**config.mk**
```make
export PLATFORM = sky130hd
export DESIGN_NAME = exercise_decision
export DESIGN_NICKNAME = d
export VERILOG_FILES = /design/src/rtl/exercise_decision_pkg.sv /design/src/rtl/exercise_decision_cashflow_mem.sv /design/src/rtl/exercise_decision.sv
export SDC_FILE = /design/constraint.sdc
export NUM_CORES = 2
export LEC_CHECK = 0
export ABC_AREA = 1
export CORE_MARGIN = 3
export CORE_UTILIZATION = 30
export CTS_CLUSTER_DIAMETER = 100
export DETAILED_ROUTE_END_ITERATION = 7
export PLACE_DENSITY = 0.46
export SLEW_MARGIN = 20
export SYNTH_ARGS = -nofsm -noshare
export SYNTH_HDL_FRONTEND = slang
export SYNTH_HIERARCHICAL = 1
export SYNTH_SLANG_ARGS = --single-unit
export TNS_END_PERCENT = 1
```
**constraint.sdc**
```tcl
create_clock -name clk -period 37.4 [get_ports clk]
set_input_delay 7.48 -clock clk [delete_from_list [all_inputs] [get_ports clk]]
set_output_delay 7.48 -clock clk [all_outputs]
set_load 0.03 [all_outputs]
```
**src/rtl/exercise_decision_pkg.sv**
```systemverilog
`default_nettype none
// ============================================================================
// Module   : exercise_decision_pkg
// Purpose  : Command codes, FSM state codes and fixed-point constants shared
//            by the exercise-decision stage.
// Revision : 1.0 - initial release
// ============================================================================
package exercise_decision_pkg;

    localparam int FRAC_BITS = 12;

    typedef logic [1:0] cmd_t;

    localparam cmd_t CMD_INIT   = 2'd0;
    localparam cmd_t CMD_EMIT   = 2'd1;
    localparam cmd_t CMD_DECIDE = 2'd2;
    localparam cmd_t CMD_AVG    = 2'd3;

    localparam logic [2:0] ST_IDLE   = 3'd0;
    localparam logic [2:0] ST_INIT   = 3'd1;
    localparam logic [2:0] ST_EMIT   = 3'd2;
    localparam logic [2:0] ST_DECIDE = 3'd3;
    localparam logic [2:0] ST_AVG    = 3'd4;
    localparam logic [2:0] ST_DONE   = 3'd5;

endpackage
`default_nettype wire

```
**src/rtl/exercise_decision_cashflow_mem.sv**
```systemverilog
`default_nettype none
// ============================================================================
// Module   : exercise_decision_cashflow_mem
// Purpose  : One cashflow word per path; single write port, async read port.
// Revision : 1.0 - initial release
// ============================================================================
module exercise_decision_cashflow_mem #(
    parameter int N      = 256,
    parameter int ADDR_W = 8,
    parameter int W      = 12
) (
    input  logic              clk,
    input  logic              we,
    input  logic [ADDR_W-1:0] waddr,
    input  logic [W-1:0]      wdata,
    input  logic [ADDR_W-1:0] raddr,
    output logic [W-1:0]      rdata
);

    // Deliberately not reset: contents are only meaningful after an INIT pass.
    logic [W-1:0] mem_q [N];

    always_ff @(posedge clk) begin
        if (we) begin
            mem_q[waddr] <= wdata;
        end
    end

    assign rdata = mem_q[raddr];

endmodule
`default_nettype wire

```
**src/rtl/exercise_decision.sv**
```systemverilog
`default_nettype none
// ============================================================================
// Module   : exercise_decision
// Purpose  : Longstaff-Schwartz backward-induction stage: per-path cashflow
//            store, discounted emit, early-exercise rewrite and final average.
// Revision : 1.0 - initial release
// ============================================================================
module exercise_decision
    import exercise_decision_pkg::*;
#(
    parameter int N      = 256,
    parameter int ADDR_W = 8,
    parameter int W      = 12,
    parameter int DISC   = 4055
) (
    input  logic              clk,
    input  logic              rst_n,
    input  logic              cmd_valid,
    input  logic [1:0]        cmd,
    input  logic              in_valid,
    input  logic [W-1:0]      payoff,
    input  logic [W-1:0]      cont_value,
    output logic              busy,
    output logic              y_valid,
    output logic [W-1:0]      y_out,
    output logic [ADDR_W-1:0] y_idx,
    output logic [ADDR_W:0]   ex_count,
    output logic [W-1:0]      price,
    output logic              done
);

    localparam logic [W-1:0]      DISC_W   = W'(DISC);
    localparam logic [ADDR_W-1:0] IDX_LAST = ADDR_W'(N - 1);

    logic [2:0]          state_q,    state_d;
    cmd_t                cmd_q,      cmd_d;
    logic [ADDR_W-1:0]   idx_q,      idx_d;
    logic [ADDR_W+W-1:0] sum_q,      sum_d;
    logic [ADDR_W:0]     ex_cnt_q,   ex_cnt_d;
    logic [ADDR_W:0]     ex_count_q, ex_count_d;
    logic [W-1:0]        price_q,    price_d;
    logic                y_valid_q,  y_valid_d;
    logic [W-1:0]        y_out_q,    y_out_d;
    logic [ADDR_W-1:0]   y_idx_q,    y_idx_d;
    logic                done_q,     done_d;

    logic                mem_we;
    logic [W-1:0]        mem_wdata;
    logic [ADDR_W-1:0]   mem_waddr;
    logic [ADDR_W-1:0]   mem_raddr;
    logic [W-1:0]        cf_rd;
    logic [W-1:0]        cf_disc;
    logic                exercise;
    logic                idx_last;

    // Paths are processed strictly in order, so read and write share idx.
    assign mem_waddr = idx_q;
    assign mem_raddr = idx_q;

    exercise_decision_cashflow_mem #(
        .N      (N),
        .ADDR_W (ADDR_W),
        .W      (W)
    ) u_cashflow_mem (
        .clk    (clk),
        .we     (mem_we),
        .waddr  (mem_waddr),
        .wdata  (mem_wdata),
        .raddr  (mem_raddr),
        .rdata  (cf_rd)
    );

    // Full-width product, truncated (never rounded) back to W bits.
    assign cf_disc  = W'(({{W{1'b0}}, cf_rd} * {{W{1'b0}}, DISC_W}) >> FRAC_BITS);
    assign exercise = (payoff != '0) && (payoff > cont_value);
    assign idx_last = (idx_q == IDX_LAST);

    always_comb begin
        state_d    = state_q;
        cmd_d      = cmd_q;
        idx_d      = idx_q;
        sum_d      = sum_q;
        ex_cnt_d   = ex_cnt_q;
        ex_count_d = ex_count_q;
        price_d    = price_q;
        y_valid_d  = 1'b0;
        y_out_d    = y_out_q;
        y_idx_d    = y_idx_q;
        done_d     = 1'b0;
        mem_we     = 1'b0;
        mem_wdata  = payoff;

        case (state_q)
            ST_IDLE: begin
                if (cmd_valid) begin
                    cmd_d = cmd;
                    idx_d = '0;
                    case (cmd)
                        CMD_INIT:   state_d = ST_INIT;
                        CMD_EMIT:   state_d = ST_EMIT;
                        CMD_DECIDE: begin
                            state_d    = ST_DECIDE;
                            ex_cnt_d   = '0;
                            ex_count_d = '0;
                        end
                        default: begin
                            state_d = ST_AVG;
                            sum_d   = '0;
                        end
                    endcase
                end
            end
            ST_INIT: begin
                if (in_valid) begin
                    mem_we = 1'b1;
                    idx_d  = idx_q + ADDR_W'(1);
                    if (idx_last) state_d = ST_DONE;
                end
            end
            ST_EMIT: begin
                y_valid_d = 1'b1;
                y_idx_d   = idx_q;
                y_out_d   = cf_disc;
                mem_we    = 1'b1;
                mem_wdata = cf_disc;
                idx_d     = idx_q + ADDR_W'(1);
                if (idx_last) state_d = ST_DONE;
            end
            ST_DECIDE: begin
                if (in_valid) begin
                    if (exercise) begin
                        mem_we   = 1'b1;
                        ex_cnt_d = ex_cnt_q + (ADDR_W+1)'(1);
                    end
                    idx_d = idx_q + ADDR_W'(1);
                    if (idx_last) state_d = ST_DONE;
                end
            end
            ST_AVG: begin
                sum_d = sum_q + {{ADDR_W{1'b0}}, cf_rd};
                idx_d = idx_q + ADDR_W'(1);
                if (idx_last) state_d = ST_DONE;
            end
            ST_DONE: begin
                done_d  = 1'b1;
                state_d = ST_IDLE;
                if (cmd_q == CMD_DECIDE) ex_count_d = ex_cnt_q;
                if (cmd_q == CMD_AVG)    price_d    = W'(sum_q >> ADDR_W);
            end
            default: state_d = ST_IDLE;
        endcase
    end

    always_ff @(posedge clk) begin
        if (!rst_n) begin
            state_q    <= ST_IDLE;
            cmd_q      <= CMD_INIT;
            idx_q      <= '0;
            sum_q      <= '0;
            ex_cnt_q   <= '0;
            ex_count_q <= '0;
            price_q    <= '0;
            y_valid_q  <= 1'b0;
            y_out_q    <= '0;
            y_idx_q    <= '0;
            done_q     <= 1'b0;
        end else begin
            state_q    <= state_d;
            cmd_q      <= cmd_d;
            idx_q      <= idx_d;
            sum_q      <= sum_d;
            ex_cnt_q   <= ex_cnt_d;
            ex_count_q <= ex_count_d;
            price_q    <= price_d;
            y_valid_q  <= y_valid_d;
            y_out_q    <= y_out_d;
            y_idx_q    <= y_idx_d;
            done_q     <= done_d;
        end
    end

    assign busy     = (state_q != ST_IDLE);
    assign y_valid  = y_valid_q;
    assign y_out    = y_out_q;
    assign y_idx    = y_idx_q;
    assign ex_count = ex_count_q;
    assign price    = price_q;
    assign done     = done_q;

endmodule
`default_nettype wire
```
==> results_dict.tcl <==
set metrics [dict create \
    fin_nets 11500 \
    via_count_of_the_first_global_routing_pass 84700 \
    worst_path_most_repeated_cell "sky130_fd_sc_hd__nand3_1" \
    clock_sink_total 3157 \
    gr-usage-all-layers_pct 18.1 \
    timing_max_transition_violations_final 0 \
    totalNegativeSetupSlack_ns 0 \
    final_layout_size_suffix_gt1_share_pct 8.09 \
    wire_length_of_the_first_global_routing_pass_mm 611 \
    finalWorstPathRequiredPeriod_ns 12.94 \
    numCtsBuffers 349 \
    hpwl_mm 234 \
    fp.coreArea_sq_um 438000 \
    grt_overflow 0 \
    buffer_ports.inserted 73 \
    setup.worst_path.class "reg2reg" \
    drt_first_pass_iters 8 \
    critPathCapture "u_cashflow_mem/mem_q[55][10]" \
    drv_cap 0 \
    timing.final.crit_share_pct 34.6 \
    setup.reg_to_reg.worst_slack_ns 24.46 \
    die_w_microns 670 \
    cts-resized-gates 0 \
    setup_violations 0 \
    hp-class "reg2reg" \
    post-place-cells 16900 \
    violations_in_the_final_reports "DRC" \
    tritoncts "done" \
    final_wirelength_mm 420 \
    clock_latency_ns 0.95 \
    finalCoreUtilization_pct 34.3 \
    finalHoldViolCount 0 \
    finalWeightedCongestion 0.816 \
    yosysSeqAreaShare_pct 71.1 \
    slowest_delay_ns 0.81 \
    area_growth_syn_to_layout_pct 13.7 \
    dr_total_vias 88000 \
    grt_start_max_net_pins 202 \
    crit-reg2reg-capture "u_cashflow_mem/mem_q[55][10]" \
    post_cts_buffers 0 \
    worstPathRequired_ns 38.02 \
    placementRows 243 \
    synth_cells 11300 \
    clock_tree.root_cell "sky130_fd_sc_hd__clkbuf_16" \
    timing.critical_path.fanout_max 127 \
    drt-vias-per-instance 5.03 \
    kind_of_start_point_of_the_critical_path "register" \
    timing.rr.start "idx_q[0]" \
    yosysWarningCount 6 \
    antenna_found_initial 20 \
    rsz0062_at_grt "no" \
    worst_clock_skew_ns 0.0846 \
    ant_nets 0 \
    startpoint "idx_q[0]" \
    run_status "finished, violations left" \
    synth.net_count 11500 \
    final_cells 17500 \
    multi_input_comb_area_sq_um 33600 \
    design.portCount 74 \
    critical_path_arrival_ns 13.55 \
    timing.hold.ws_ns 0.469 \
    cts_hold_buffers_added 0 \
    max_slew_margin_pct 20.4 \
    cts_buffer_depth 4 \
    synth.ff_latch_count 3157 \
    max_slew.worst_pin.slew_ns 1.19 \
    die_area_sq_um 449000 \
    route.detailed.wl_per_inst_microns 24.0 \
    clkSlewWorstSetupHoldPaths_ns 0.06 \
    detailedRoute.firstIterationViolations 8682 \
    n_fill_cell 43300 \
    post_synth.cell_area_avg_sq_um 11.7 \
    synth.distinct_cells 46 \
    slowest_stage "sky130_fd_sc_hd__buf_4" \
    crit_end_category "register" \
    route.detailed.drc 1 \
    layout.area.seq_sq_um 94000 \
    initial_core_util_pct 30.2 \
    htreeDepth 5 \
    dieHeight_microns 670 \
    max_freq_mhz 77.3 \
    syn_area_sq_um 132000 \
    worst_r2r_path_depth 35 \
]
==> cell families after synthesis <==
family | after synthesis | synth area share, %
AOI/OAI and AO/OA | 192 | 0.805
xor gates and xnor gates | 10 | 0.0663
adders and majority gates | 151 | 1.74
and+or+nand+nor | 6851 | 22.5
DFF | 3157 | 71.1
buffers and inverters | 956 | 3.84
==> state kept, by name, indices dropped and copies added (netlist names) <==
signal	count
y_idx	8
y_out	12
done	1
ex_count	9
idx_q	8
cmd_q	2
ex_cnt_q	9
u_cashflow_mem/mem_q	3072
state_q	3
price	12
sum_q	20
y_valid	1
==> cell type report <==
type                    instances  area share, %
diodes                          2        0.00333
flip-flops and latches       3157           62.5
multi-input cells            7204           22.4
repair buffers                396           2.30
well taps                    5880           4.90
clock buffers                 448           6.26
inverters                     230          0.600
clock inverters               174           1.01
==> routing by layer <==
layer,up-vias,track usage (%),part of all wire [%]
met5,-,0,0
met4,0,5.10,2.9
met3,562,2.05,6.1
met2,2977,29.8,47
met1,44400,25.3,44
li1,40100,-,-
==> cell usage after synthesis (all sizes together) <==
cell,count,share of area [%]
o21a,6,0.034
dfxtp,85,1.3
nand4,15,0.071
or2,6,0.028
o211ai,2,0.011
nand3b,5,0.028
clkbuf,132,0.37
xor2,8,0.053
a21o,4,0.023
a21oi,93,0.35
nand2b,1,0.0047
edfxtp,3072,70
ha,96,0.91
o31ai,2,0.022
nor2,388,1.1
clkinv,3,0.0085
a211oi,11,0.066
xnor2,2,0.013
nand2,3343,9.5
nor4,2,0.0095
o311ai,1,0.0066
a21boi,2,0.011
inv,227,0.65
fa,55,0.83
a31oi,1,0.0047
nor3,14,0.074
a22oi,1,0.0057
buf,594,2.8
o21ai,67,0.26
o21bai,2,0.011
nand3,3077,12
==> metrics by stage <==
step	instance area (sq um)	worst slack (ns)
2_1_floorplan	132000	17.77
3_3_place_gp	139000	24.34
3_5_place_dp	139000	24.30
4_1_cts	150000	24.28
5_1_grt	150000	23.74
6_report	150000	24.46
==> worst max-delay path, delay by kind of cell (launching register included) <==
kind / cells / cell delay, ns
AND/OR/NAND/NOR: 15 / 2.38
flip-flops: 1 / 0.80
adder cells (fa/ha/maj): 6 / 3.08
buffers and inverters: 11 / 5.26
AO/OA/AOI/OAI: 3 / 0.77
==> how the worst min path moves through the flow <==
stage / start / to / slack (ns) / depth (start not counted)
2_1_floorplan: sum_q[18] / price[10] / 0.44 / 2
3_3_place_gp: sum_q[0] / sum_q[0] / 0.46 / 2
3_5_place_dp: sum_q[2] / sum_q[2] / 0.46 / 2
4_1_cts: sum_q[2] / sum_q[2] / 0.47 / 2
5_1_grt: y_out[4] / y_out[4] / 0.49 / 2
6_report: y_out[5] / y_out[5] / 0.47 / 2
==> placed cells by master (no fill, tap or decap), types with 10 or more instances in the layout <==
| master | instances |
|---|---|
| sky130_fd_sc_hd__edfxtp_1 | 3072 |
| sky130_fd_sc_hd__nor2_1 | 293 |
| sky130_fd_sc_hd__buf_12 | 21 |
| sky130_fd_sc_hd__clkdlybuf4s50_1 | 73 |
| sky130_fd_sc_hd__a211oi_1 | 10 |
| sky130_fd_sc_hd__o21ai_4 | 12 |
| sky130_fd_sc_hd__nor3_1 | 11 |
| sky130_fd_sc_hd__clkinv_2 | 44 |
| sky130_fd_sc_hd__ha_1 | 96 |
| sky130_fd_sc_hd__bufinv_16 | 22 |
| sky130_fd_sc_hd__clkinv_1 | 84 |
| sky130_fd_sc_hd__inv_1 | 220 |
| sky130_fd_sc_hd__dfxtp_1 | 79 |
| sky130_fd_sc_hd__nand4_1 | 15 |
| sky130_fd_sc_hd__buf_4 | 300 |
| sky130_fd_sc_hd__clkbuf_1 | 79 |
| sky130_fd_sc_hd__fa_1 | 55 |
| sky130_fd_sc_hd__o21ai_0 | 54 |
| sky130_fd_sc_hd__nand3_1 | 3075 |
| sky130_fd_sc_hd__nand2_2 | 18 |
| sky130_fd_sc_hd__a21oi_1 | 93 |
| sky130_fd_sc_hd__nor2_2 | 86 |
| sky130_fd_sc_hd__clkbuf_16 | 359 |
| sky130_fd_sc_hd__nand2_1 | 3324 |
Power is not shown: default switching activity piles up to over one toggle a cycle in this logic, so the estimate is an artifact.
